## src/rtl/gcm_pkg.sv

```systemverilog
// Shared constants, state encoding and helpers for the GCM tag engine.
// Bit order: vectors are [0:127]; bit 0 is the MSB of byte 0 (x^0).
package gcm_pkg;

    localparam int LEN_W = 64;

    // x^128 + x^7 + x^2 + x + 1 in bit-reflected form.
    localparam logic [0:127] GCM_R = {8'hE1, 120'd0};

    typedef enum logic [2:0] {
        S_IDLE,
        S_ACCEPT,
        S_MULT,
        S_LEN,
        S_FINAL,
        S_DONE
    } state_t;

    // Keep bytes 0..n-1, zero the rest.
    function automatic logic [0:127] byte_mask(input int n);
        logic [0:127] m;
        m = '0;
        for (int i = 0; i < 16; i++) begin
            m[i*8 +: 8] = (i < n) ? 8'hFF : 8'h00;
        end
        return m;
    endfunction

endpackage

```

## src/rtl/gf128_mul_ds.sv

```systemverilog
// Digit-serial GF(2^128) multiplier, GCM bit order, DIGIT bits per cycle.
// Ports: iClk, iRstn (sync, active-low), i_start loads i_a (X) and i_b (Y),
//   i_abort drops the operation; o_done is high in the final step cycle,
//   with o_z carrying X*Y in that same cycle.
module gf128_mul_ds
    import gcm_pkg::*;
#(
    parameter int DIGIT = 8
) (
    input  logic         iClk,
    input  logic         iRstn,
    input  logic         i_start,
    input  logic         i_abort,
    input  logic [0:127] i_a,
    input  logic [0:127] i_b,
    output logic         o_done,
    output logic [0:127] o_z
);

    localparam int STEPS = 128 / DIGIT;

    logic [0:127] r_z;
    logic [0:127] r_v;
    logic [0:127] r_x;
    logic [7:0]   r_cnt;
    logic         r_busy;

    logic [0:127] w_z;
    logic [0:127] w_v;
    logic         w_last;

    // DIGIT iterations of the shift-and-add loop, consuming r_x[0..DIGIT-1].
    always_comb begin
        w_z = r_z;
        w_v = r_v;
        for (int d = 0; d < DIGIT; d++) begin
            if (r_x[d]) begin
                w_z = w_z ^ w_v;
            end
            if (w_v[127]) begin
                w_v = (w_v >> 1) ^ GCM_R;
            end else begin
                w_v = w_v >> 1;
            end
        end
    end

    assign w_last = r_busy && (r_cnt == 8'(STEPS - 1));
    assign o_done = w_last;
    assign o_z    = w_z;

    always_ff @(posedge iClk) begin
        if (!iRstn || i_abort) begin
            r_busy <= 1'b0;
            r_cnt  <= '0;
        end else if (i_start) begin
            r_busy <= 1'b1;
            r_cnt  <= '0;
        end else if (r_busy) begin
            r_cnt <= r_cnt + 8'd1;
            if (w_last) begin
                r_busy <= 1'b0;
            end
        end
    end

    // Operand registers need no reset: only read while r_busy.
    always_ff @(posedge iClk) begin
        if (i_start) begin
            r_z <= '0;
            r_v <= i_b;
            r_x <= i_a;
        end else if (r_busy) begin
            r_z <= w_z;
            r_v <= w_v;
            r_x <= r_x << DIGIT;
        end
    end

endmodule

```

## src/rtl/gcm_auth_engine.sv

```systemverilog
// GHASH + tag engine for AES-GCM. Macro GCM_AUTH_TAG_CHECK_EN adds tag compare.
// Ports: iClk, iRstn (sync, active-low), iInit, H/EkY0/iTag with load strobes,
//   iData beat (valid/type/last/bytes) with oReady, oTag/oTag_valid/oAuthentic/oErr.
module gcm_auth_engine
    import gcm_pkg::*;
#(
    parameter int DIGIT     = 8,
    parameter int TAG_BYTES = 16
) (
    input  logic         iClk,
    input  logic         iRstn,
    input  logic         iInit,
    input  logic [0:127] iHashKey,
    input  logic         iHashKey_valid,
    input  logic [0:127] iEkY0,
    input  logic         iEkY0_valid,
    input  logic [0:127] iData,
    input  logic         iData_valid,
    input  logic         iData_type,
    input  logic         iData_last,
    input  logic [4:0]   iData_bytes,
    output logic         oReady,
    input  logic [0:127] iTag,
    input  logic         iTag_valid,
    output logic [0:127] oTag,
    output logic         oTag_valid,
    output logic         oAuthentic,
    output logic         oErr
);

    localparam logic [0:127] TAG_MASK = byte_mask(TAG_BYTES);

    state_t r_state;
    state_t w_next;

    logic [0:127]     r_acc;
    logic [0:127]     r_h;
    logic [0:127]     r_ek;
    logic [0:127]     r_tag;
    logic [LEN_W-1:0] r_len_aad;
    logic [LEN_W-1:0] r_len_txt;
    logic             r_last;
    logic             r_seen_txt;
    logic             r_err;

    logic [0:127]     w_blk;
    logic [0:127]     w_lens;
    logic [0:127]     w_tag;
    logic [0:127]     w_mul_a;
    logic [0:127]     w_mul_z;
    logic [LEN_W-1:0] w_bits;
    logic             w_accept;
    logic             w_empty;
    logic             w_beat_err;
    logic             w_mul_start;
    logic             w_mul_done;
    logic             w_mul_st;

    // iInit wins over a beat offered in the same cycle.
    assign w_accept = iData_valid && oReady && !iInit;
    assign w_empty  = (iData_bytes == 5'd0);
    assign w_blk    = iData & byte_mask(int'(iData_bytes));
    assign w_lens   = {r_len_aad, r_len_txt};
    assign w_bits   = LEN_W'({iData_bytes, 3'b000});
    assign w_tag    = (r_acc ^ r_ek) & TAG_MASK;
    assign w_mul_st = (r_state == S_MULT) || (r_state == S_LEN);

    assign w_beat_err =
        (w_empty && !iData_last) ||
        (!w_empty && !iData_last && (iData_bytes < 5'd16)) ||
        (!w_empty && !iData_type && r_seen_txt);

    // Start a multiply on a data beat, on an empty terminator (length
    // block only), or back-to-back from the last data block into LEN.
    always_comb begin
        w_mul_start = 1'b0;
        w_mul_a     = r_acc;
        if (w_accept && !w_empty) begin
            w_mul_start = 1'b1;
            w_mul_a     = r_acc ^ w_blk;
        end else if (w_accept && iData_last) begin
            w_mul_start = 1'b1;
            w_mul_a     = r_acc ^ w_lens;
        end else if (r_state == S_MULT && w_mul_done && r_last) begin
            w_mul_start = 1'b1;
            w_mul_a     = w_mul_z ^ w_lens;
        end
    end

    gf128_mul_ds #(
        .DIGIT(DIGIT)
    ) u_mul (
        .iClk   (iClk),
        .iRstn  (iRstn),
        .i_start(w_mul_start),
        .i_abort(iInit),
        .i_a    (w_mul_a),
        .i_b    (r_h),
        .o_done (w_mul_done),
        .o_z    (w_mul_z)
    );

    always_ff @(posedge iClk) begin
        if (!iRstn) begin
            r_state <= S_IDLE;
        end else begin
            r_state <= w_next;
        end
    end

    always_comb begin
        w_next = r_state;
        if (iInit) begin
            w_next = S_ACCEPT;
        end else begin
            unique case (r_state)
                S_IDLE:   w_next = S_IDLE;
                S_ACCEPT: begin
                    if (w_accept && !w_empty) begin
                        w_next = S_MULT;
                    end else if (w_accept && iData_last) begin
                        w_next = S_LEN;
                    end
                end
                S_MULT: begin
                    if (w_mul_done) begin
                        w_next = r_last ? S_LEN : S_ACCEPT;
                    end
                end
                S_LEN: begin
                    if (w_mul_done) begin
                        w_next = S_FINAL;
                    end
                end
                S_FINAL:  w_next = S_DONE;
                S_DONE:   w_next = S_IDLE;
                default:  w_next = S_IDLE;
            endcase
        end
    end

    always_comb begin
        oReady     = (r_state == S_ACCEPT);
        oTag_valid = (r_state == S_DONE);
        oTag       = r_tag;
        oErr       = r_err;
    end

    always_ff @(posedge iClk) begin
        if (!iRstn || iInit) begin
            r_acc      <= '0;
            r_len_aad  <= '0;
            r_len_txt  <= '0;
            r_last     <= 1'b0;
            r_seen_txt <= 1'b0;
            r_err      <= 1'b0;
            r_tag      <= '0;
        end else begin
            if (w_accept) begin
                r_last <= iData_last;
                if (w_beat_err) begin
                    r_err <= 1'b1;
                end
                if (!w_empty && iData_type) begin
                    r_seen_txt <= 1'b1;
                    r_len_txt  <= r_len_txt + w_bits;
                end
                if (!w_empty && !iData_type) begin
                    r_len_aad <= r_len_aad + w_bits;
                end
            end
            if (w_mul_st && w_mul_done) begin
                r_acc <= w_mul_z;
            end
            if (r_state == S_FINAL) begin
                r_tag <= w_tag;
            end
        end
    end

    // Key material survives reset.
    always_ff @(posedge iClk) begin
        if (iHashKey_valid) begin
            r_h <= iHashKey;
        end
        if (iEkY0_valid) begin
            r_ek <= iEkY0;
        end
    end

`ifdef GCM_AUTH_TAG_CHECK_EN
    logic [0:127] r_exp;
    logic         r_auth;

    always_ff @(posedge iClk) begin
        if (iTag_valid) begin
            r_exp <= iTag;
        end
    end

    always_ff @(posedge iClk) begin
        if (!iRstn || iInit) begin
            r_auth <= 1'b0;
        end else if (r_state == S_FINAL) begin
            r_auth <= (w_tag == (r_exp & TAG_MASK));
        end
    end

    assign oAuthentic = r_auth;
`else
    logic w_unused_tag;
    assign w_unused_tag = ^{iTag, iTag_valid};
    assign oAuthentic   = 1'b0;
`endif

endmodule
```

## config.mk

```make
export PLATFORM = sky130hd
export DESIGN_NAME = gcm_auth_engine
export DESIGN_NICKNAME = d
export VERILOG_FILES = /design/src/rtl/gcm_pkg.sv /design/src/rtl/gf128_mul_ds.sv /design/src/rtl/gcm_auth_engine.sv
export SDC_FILE = /design/constraint.sdc
export NUM_CORES = 2
export LEC_CHECK = 0
export BUFFER_PORTS_ARGS = -buffer_cell sky130_fd_sc_hd__buf_2
export CORE_MARGIN = 2
export CORE_UTILIZATION = 35
export CTS_BUF_LIST = sky130_fd_sc_hd__clkbuf_4
export CTS_CLUSTER_SIZE = 20
export DETAILED_ROUTE_END_ITERATION = 6
export GPL_ROUTABILITY_DRIVEN = 0
export PLACE_DENSITY = 0.49
export SYNTH_ARGS = -nofsm -noshare
export SYNTH_HDL_FRONTEND = slang
export SYNTH_HIERARCHICAL = 1
export SYNTH_SLANG_ARGS = --single-unit
export TNS_END_PERCENT = 100
```

## constraint.sdc

```tcl
create_clock -name iClk -period 11.9 [get_ports iClk]
set_input_delay 1.19 -clock iClk [delete_from_list [all_inputs] [get_ports iClk]]
set_output_delay 1.19 -clock iClk [all_outputs]
set_load 0.02 [all_outputs]
```

==> results_dict.tcl <==
set metrics [dict create \
    outcome "complete, no violations" \
    nets 7722 \
    overflow 0 \
    crit_path_max_fanout 168 \
    startpoint "u_mul/r_busy" \
    drc_errors 0 \
    netlist_area_um2 61900 \
    vias 51147 \
    clkLatencyLatePin_ns 1.34 \
    grt_pass1_wl_um 321000 \
    synth_seq_area_share_pct 41.7 \
    fin_skew_ns 0.103 \
    p_sw_mw 3.16 \
    power_mw 10.3 \
    synth.distinct_cells 72 \
    die-area_um2 180000 \
    clock.fmax_mhz 186 \
    synth.area.top_cells "edfxtp_1 25%, dfxtp_1 17%, xnor2_1 11%" \
    hold_class "in -> reg" \
    core_area_um2 176000 \
    grt_setup_unrepaired "false" \
    die_y_um 424 \
    synth_top_area_share_pct 24.9 \
    drive_above_1_share_pct 18.7 \
    cts_tree "yes" \
    ir_drop_uv 95.7 \
    cts_setup_buffers 0 \
    die_w_um 424 \
    p_leak_nw 27.0 \
    pwr-share-seq_pct 41.3 \
    cp.required_ns 12.75 \
    drtIter0Drc 3942 \
    fin_crit_sh_pct 45.3 \
    setup_tns_ns 0 \
    syn2layout_area_growth_pct 17.0 \
    synth_warnings 6 \
    cts-resized-gates 0 \
    initial_core_util_pct 35.2 \
    antenna_found_initial 30 \
    r2r-end "u_mul/r_v[40]" \
    holdBufCountCts 259 \
    synth_fp_nets 7182 \
    worstSetupStartpointType "flip-flop" \
    reg2regPathDepth 8 \
    timing.rr.start "u_mul/r_busy" \
    synth_cells 6643 \
    holdWs_ns 0.269 \
    slew_headroom_pct 23.6 \
    postSynth.asyncResetShare_pct 0 \
    first_pass_iters 6 \
    worstMarginPinSlew_ns 1.15 \
    criticalPathCategory "reg -> reg" \
    netSwitchingFraction_pct 30.6 \
    powerDensity_nw_per_um2 142 \
    rrSetupSlack_ns 6.51 \
    cts_buffers 325 \
    synth_area_leader_cell "edfxtp_1" \
    syn_avg_cell_area_um2 9.31 \
    final_max_slew_viol_count 0 \
    ctsHtreeMaxLevel 5 \
    pwr-share-clk_pct 35.1 \
    combPwrFrac_pct 23.6 \
    cap_viol_max_count 0 \
    cp-end-kind "flip-flop" \
    place.port_buffers 527 \
    wl_per_cell_um 22.2 \
    synth-edff-count 512 \
    dp_hpwl_um 141000 \
    setup.worst_path.end "u_mul/r_v[40]" \
    clkSlewWorstSetupHoldPaths_ns 0.06 \
    cp_data_arrival_time_ns 6.24 \
    vias_per_cell 5.23 \
    power.internal_mw 7.15 \
    ys_ff_latch 1033 \
    hold_viol_final 0 \
    drt-total-wl_um 217000 \
    synth_ff_type "dfxtp_1" \
    most-common-layout-cells "1453 x nand2_1, 777 x xnor2_1, 525 x buf_2, 520 x dfxtp_1, 512 x edfxtp_1" \
    fp-row-count 154 \
    fin_ws_ns 6.51 \
    grt_usage_pct 23.4 \
    grt_pass1_vias 49784 \
    clockBufferDepth 4 \
    period_needed_ns 5.39 \
    cts_sinks 1033 \
    ant_nets 0 \
    mostFrequentLayoutCell "nand2_1" \
    ioPinCount 658 \
    grt_max_degree 169 \
    root_buffer "clkbuf_4" \
    pre_cts_slack_ns 6.17 \
    finalSetupViolCount 0 \
]
## per-stage QoR
step | cells | area (um^2) | util, %
2_1_floorplan | 6643 | 61900 | -
3_3_place_gp | 8937 | 65700 | 37.3
3_5_place_dp | 8937 | 65700 | 37.3
4_1_cts | 9767 | 72300 | 41.1
5_1_grt | 9784 | 72300 | 41.1
6_report | 9786 | 72400 | 41.1
## how the worst min path moves through the flow
stage / from / endpoint / slack (ns) / cells past startpoint
after global routing: iHashKey_valid / r_h[21] / 0.15 / 1
after detailed placement: oErr / oErr / 0.45 / 1
after CTS: iHashKey_valid / r_h[21] / 0.09 / 1
after global placement: r_len_aad[62] / r_len_aad[62] / 0.44 / 2
final: iHashKey_valid / r_h[21] / 0.27 / 1
after floorplan: r_len_aad[62] / r_len_aad[62] / 0.43 / 2
## power by group through the flow
| stage | registers, mW | clock network, mW | logic [mW] |
|---|---|---|---|
| 2_1_floorplan | 4.22 | 0 | 1.78 |
| 3_3_place_gp | 4.32 | 0 | 2.28 |
| 3_5_place_dp | 4.33 | 0 | 2.33 |
| 4_1_cts | 4.26 | 3.75 | 2.41 |
| 5_1_grt | 4.28 | 3.95 | 2.59 |
| 6_report | 4.26 | 3.61 | 2.43 |
## cell families after synthesis
family          synth area share (%)
other cells                  0.00606
mux                             7.66
buf+inv                         4.39
xor+xnor                        19.7
simple gates                    14.2
fa+ha+maj                      0.287
compound gates                  12.1
flops                           41.7
## synth_stat cells, types with 112 or more instances
cell type and instances:
xnor3_1 133, dfxtp_1 521, xor2_1 258, o21ai_0 183, mux2_2 260, xnor2_1 777, a22oi_1 112, mux2i_1 181
clkbuf_1 518, a211oi_1 136, nand2_1 1456, a21oi_1 349, edfxtp_1 512, nor2_1 351
## routing by layer
| metal | global-route usage [%] | up-vias | part of all wire (%) |
|---|---|---|---|
| li1 | - | 24115 | - |
| met1 | 30.4 | 24889 | 43 |
| met2 | 37.1 | 1723 | 46 |
| met3 | 3.84 | 420 | 5.6 |
| met4 | 12.8 | 0 | 5.3 |
| met5 | 0 | - | 0 |
## flip-flops by register name, indices dropped and copies added (netlist names), 3 cells and up
signal       count
u_mul/r_x      128
r_len_aad       61
u_mul/r_v      128
r_ek           128
oTag           128
r_state          3
u_mul/r_z      128
r_len_txt       61
u_mul/r_cnt      8
r_acc          128
r_h            128
## critical path: stages (launching register included)
cell and delay (ns):
dfxtp_4 0.67, inv_1 0.36, nor2_1 0.27, and3b_4 0.78, a32oi_4 0.11, nand2_4 0.61, inv_2 0.45, nand2_4 0.60
buf_12 0.76
## cell type report
| class | instances | area [um^2] |
|---|---|---|
| fill | 17432 | 104000 |
| multi-input combinational | 4902 | 33400 |
| sequential | 1033 | 25800 |
| timing repair buffer | 854 | 5830 |
| clock buffer | 492 | 3690 |
| tap | 2340 | 2930 |
| clock inverter | 79 | 358 |
| inverter | 67 | 251 |
| antenna | 19 | 47.5 |
Note: power is estimated with default switching activity, not from simulation.
